==> config.mk <==
export PLATFORM = sky130hd
export DESIGN_NAME = stop_detector
export DESIGN_NICKNAME = d
export VERILOG_FILES = /design/src/rtl/stop_detector.sv
export SDC_FILE = /design/constraint.sdc
export NUM_CORES = 1
export LEC_CHECK = 0
export CAP_MARGIN = 30
export CORE_UTILIZATION = 40
export DETAILED_ROUTE_END_ITERATION = 6
export PLACE_DENSITY = 0.78
export SLEW_MARGIN = 10
export SYNTH_ARGS = -nofsm -noshare
export SYNTH_HDL_FRONTEND = slang
export SYNTH_SLANG_ARGS = --single-unit
==> constraint.sdc <==
create_clock -name clk -period 5.13 [get_ports clk]
set_input_delay 1.026 -clock clk [delete_from_list [all_inputs] [get_ports clk]]
set_output_delay 1.026 -clock clk [all_outputs]
set_load 0.005 [all_outputs]
==> src/rtl/stop_detector.sv <==
// Threshold stop detector: arms on start, flags the first exact match of a valid accumulator
// sample against threshold, and forces a finish after TIMEOUT counted cycles.
module stop_detector #(
    parameter int unsigned WIDTH   = 32,
    parameter int unsigned TIMEOUT = 20
) (
    input  logic             clk,
    input  logic             rst_n,
    input  logic             start,
    input  logic             clear,
    input  logic             acc_valid,
    input  logic [WIDTH-1:0] acc_val,
    input  logic [WIDTH-1:0] threshold,
    output logic             stop_flag,
    output logic             stop_pulse,
    output logic             finish,
    output logic [15:0]      hit_cycle,
    output logic [1:0]       state
);

    typedef enum logic [1:0] {
        StIdle     = 2'd0,
        StArmed    = 2'd1,
        StStopped  = 2'd2,
        StFinished = 2'd3
    } state_e;

    localparam logic [15:0] LastCnt = 16'(TIMEOUT - 1);

    state_e      state_q;
    logic [15:0] cnt_q;
    logic        stop_flag_q;
    logic        stop_pulse_q;
    logic        finish_q;
    logic [15:0] hit_cycle_q;

    logic match_now;
    logic timeout_now;

    // Only meaningful while counting; the FSM decides whether it is acted on.
    assign match_now   = acc_valid && (acc_val == threshold);
    assign timeout_now = (cnt_q == LastCnt);

    always_ff @(posedge clk) begin
        if (!rst_n) begin
            state_q      <= StIdle;
            cnt_q        <= '0;
            stop_flag_q  <= 1'b0;
            stop_pulse_q <= 1'b0;
            finish_q     <= 1'b0;
            hit_cycle_q  <= '0;
        end else if (clear) begin
            state_q      <= StIdle;
            cnt_q        <= '0;
            stop_flag_q  <= 1'b0;
            stop_pulse_q <= 1'b0;
            finish_q     <= 1'b0;
            hit_cycle_q  <= '0;
        end else begin
            stop_pulse_q <= 1'b0;
            unique case (state_q)
                StIdle: begin
                    if (start) begin
                        state_q <= StArmed;
                        cnt_q   <= '0;
                    end
                end
                StArmed: begin
                    cnt_q <= cnt_q + 16'd1;
                    if (match_now) begin
                        stop_flag_q  <= 1'b1;
                        stop_pulse_q <= 1'b1;
                        hit_cycle_q  <= cnt_q;
                        state_q      <= StStopped;
                    end
                    // Timeout wins the state even when a match lands on the same edge.
                    if (timeout_now) begin
                        finish_q <= 1'b1;
                        state_q  <= StFinished;
                    end
                end
                StStopped: begin
                    cnt_q <= cnt_q + 16'd1;
                    if (timeout_now) begin
                        finish_q <= 1'b1;
                        state_q  <= StFinished;
                    end
                end
                StFinished: begin
                    state_q <= StFinished;
                end
            endcase
        end
    end

    assign stop_flag  = stop_flag_q;
    assign stop_pulse = stop_pulse_q;
    assign finish     = finish_q;
    assign hit_cycle  = hit_cycle_q;
    assign state      = state_q;

endmodule

==> run metrics <==
Max Root-Sink Buffers=2; initial antenna violation count=0; Post-Synth Adder-Cell Area=3.17%; CP required=5260 ps; R2R Path Start=state[0]$_SDFFE_PP0P_; wire length per cell=12.3 microns; critical path endpoint category=flop; Max-Cap Viols=0; n_diodes=0; gr ovfl total=0; worst reg2reg setup slack=2910 ps; vias in the first global route=1736; max-slew violations=0; Tightest Hold Check Type=reg2reg; Final period util=51.5%; Slew HR=38.0%; Util after Layout=63.4%; PD cells=200 mW/mm^2; DIE HEIGHT=72.2 microns; Yosys top cell area share=37.5%; Avg Vias per Cell=4.73; top cells by area, synth=dfxtp_1 38%, xnor2_1 15%, mux2i_1 8.6%; layout cell share with drive strength beyond 1=3.23%; status=finished, final reports clean; Post-synth EDFFs=0; pin count of the biggest net entering global routing=24; total track usage=19.0%; worst-margin pin slew=930 ps; Crit. Startpoint=acc_val[18]; Post-CTS Hold Buffers=0; Core Rows=25; Worst-path clk slew=60 ps; largest family of logic cells by synthesized area=simple AND/OR/NAND/NOR gates; Worst Setup Path Type=in2reg; Non-Filler Instances=377; Area Overhead vs Synth=51.7%; placed wire-length estimate=3760 microns; top_reg_cell synth=dfxtp_1; post-CTS setup buffers=0; first-pass GRT wire length=7670 microns; DR pass1 iterations=4; dpl cells=370; Syn Area/Cell=8.97 sq um; Residual DRC=0; Mapped Area=0.00197 sq mm; Max IR drop VDD=91.6 uV; Tmin final=2640 ps; remaining antenna violation count=0; total CTS buffers=5; vias post-DR=1785; Initial Utilization=41.8%; DRT iter0 DRCs=47; routability cong.=0.787; total wire length=4640 microns; Leakage=1.11 nW; Nets=384; FF-to-FF path depth=8; Post-Syn Instances=220; cell repeated most along the worst path=nand4_1; RSZ-0062 raised after global routing=no; reg2reg end=cnt_q[15]$_SDFFE_PP0P_; critical path startpoint category=input port; worst-path cell chain=clkdlybuf4s50_1 > xnor2_1 > nand4_1 > nor4_2 > nand4_1 > buf_4 > mux2i_1 > nor2_1; Worst Clk Skew=8.01 ps; simple-gate portion of the synthesized area=22.6%; setup TNS=0 ps; Crit path largest cell delay=480 ps; post-synthesis mux area share=9.19%; CP Max Fanout=17; Async S/R FF share, synth=0%; clock sink total=37; core area=0.00472 sq mm; Seq/Total Area, Yosys=37.5%; Clock Latency Late Sink=280 ps; root buf cell=clkbuf_8; Arr. time, crit path=2770 ps; post-synth cell types=36; syn nets=294; XOR/XNOR Fraction of Synth Area=19.1%; synth cell count leaders=38 x nor2_1, 37 x dfxtp_1, 34 x xnor2_1, 17 x mux2i_1, 14 x nand4_1; Fmax=0.379 GHz; Ports=90; pre-CTS WS=2170 ps; post_cts resized=0; setup ws final=2490 ps; die width=72.2 microns; Synth Area in Compound Gates=4.69%; H-Tree Depth=2; dominant cell by count in the synthesized netlist=nor2_1; CTS tree=done; Yosys top cell by area=dfxtp_1; Hold Fails Final Rpt=0; buffers added on ports=89; worst setup path end=hit_cycle[6]$_SDFFE_PP0P_; slowest CP cell=clkdlybuf4s50_1; Ys Warns=0; # setup viols final=0; Die Area=0.00522 sq mm; Seq cells post-synth=37
-- cells in the final DEF, fill, tap and decap left out, drive strengths merged --
cell type / n
nand2: 9
and2: 1
a22oi: 1
and3: 2
nand2b: 1
o21ai: 4
inv: 5
mux2: 1
or3: 2
xor2: 9
nor2: 38
or2b: 1
ha: 5
nor3: 4
mux2i: 17
xnor2: 34
a211oi: 1
and4: 1
or4: 2
dfxtp: 37
clkbuf: 7
o211ai: 1
a21oi: 5
nand4: 14
o32ai: 1
nor4b: 2
nand4b: 1
nor2b: 1
clkdlybuf4s50: 89
nand3: 7
buf: 2
nor4: 3
a32oi: 1
a21boi: 1
-- power breakdown --
part	total, mW	internal [mW]	switching (mW)
clock	0.199	0.106	0.0929
sequential	0.290	0.288	0.00166
combinational	0.110	0.0727	0.0372
total	0.599	0.468	0.132
-- state kept, by name (all words and copies together) (netlist names) --
name and flops:
state 2, finish 1, stop_flag 1, cnt_q 16, stop_pulse 1, hit_cycle 16
-- worst min path at each step --
stage                                 from                endpoint  slack, ps  cells after the start
floorplan           stop_flag$_SDFFE_PP0P_  stop_flag$_SDFFE_PP0P_        440                      2
global placement    stop_flag$_SDFFE_PP0P_  stop_flag$_SDFFE_PP0P_        440                      2
detailed placement  stop_flag$_SDFFE_PP0P_  stop_flag$_SDFFE_PP0P_        440                      2
CTS                 stop_flag$_SDFFE_PP0P_  stop_flag$_SDFFE_PP0P_        450                      2
global route        stop_flag$_SDFFE_PP0P_  stop_flag$_SDFFE_PP0P_        470                      2
finish              stop_flag$_SDFFE_PP0P_  stop_flag$_SDFFE_PP0P_        450                      2
-- cell type report --
type / instances / area (sq um)
fill: 410 / 1730
multi-input combinational: 170 / 1160
timing repair buffer: 91 / 906
sequential: 37 / 741
clock buffer: 7 / 86.3
tap: 67 / 83.8
inverter: 5 / 18.8
-- through the flow --
stage | hold slack [ps] | instance area [sq um] | total power, mW
after floorplan | 442 | 1970 | 0.340
after global placement | 438 | 2910 | 0.404
after detailed placement | 442 | 2910 | 0.406
after CTS | 451 | 2990 | 0.603
after global routing | 474 | 2990 | 0.624
final | 447 | 2990 | 0.599
-- per-layer routing --
| layer | global-route usage (%) | vias up | share of wire [%] |
|---|---|---|---|
| met5 | 0 | - | 0 |
| met4 | 7.84 | 0 | 2.2 |
| met3 | 3.89 | 10 | 2.6 |
| met2 | 34.3 | 26 | 53 |
| met1 | 21.7 | 815 | 42 |
| li1 | - | 934 | - |
-- logic make-up after synthesis --
logic type,count (synthesis)
mux,18
fa+ha+maj,5
buf+inv,13
xor+xnor,43
flops,37
compound gates,15
simple gates,89
-- worst max-delay path, delay by kind of cell --
family | cells | cell delay [ps]
AND/OR/NAND/NOR | 4 | 700
multiplexers | 1 | 180
buffers and inverters | 2 | 720
XOR/XNOR | 1 | 130
(Power assumes the default switching activity.)
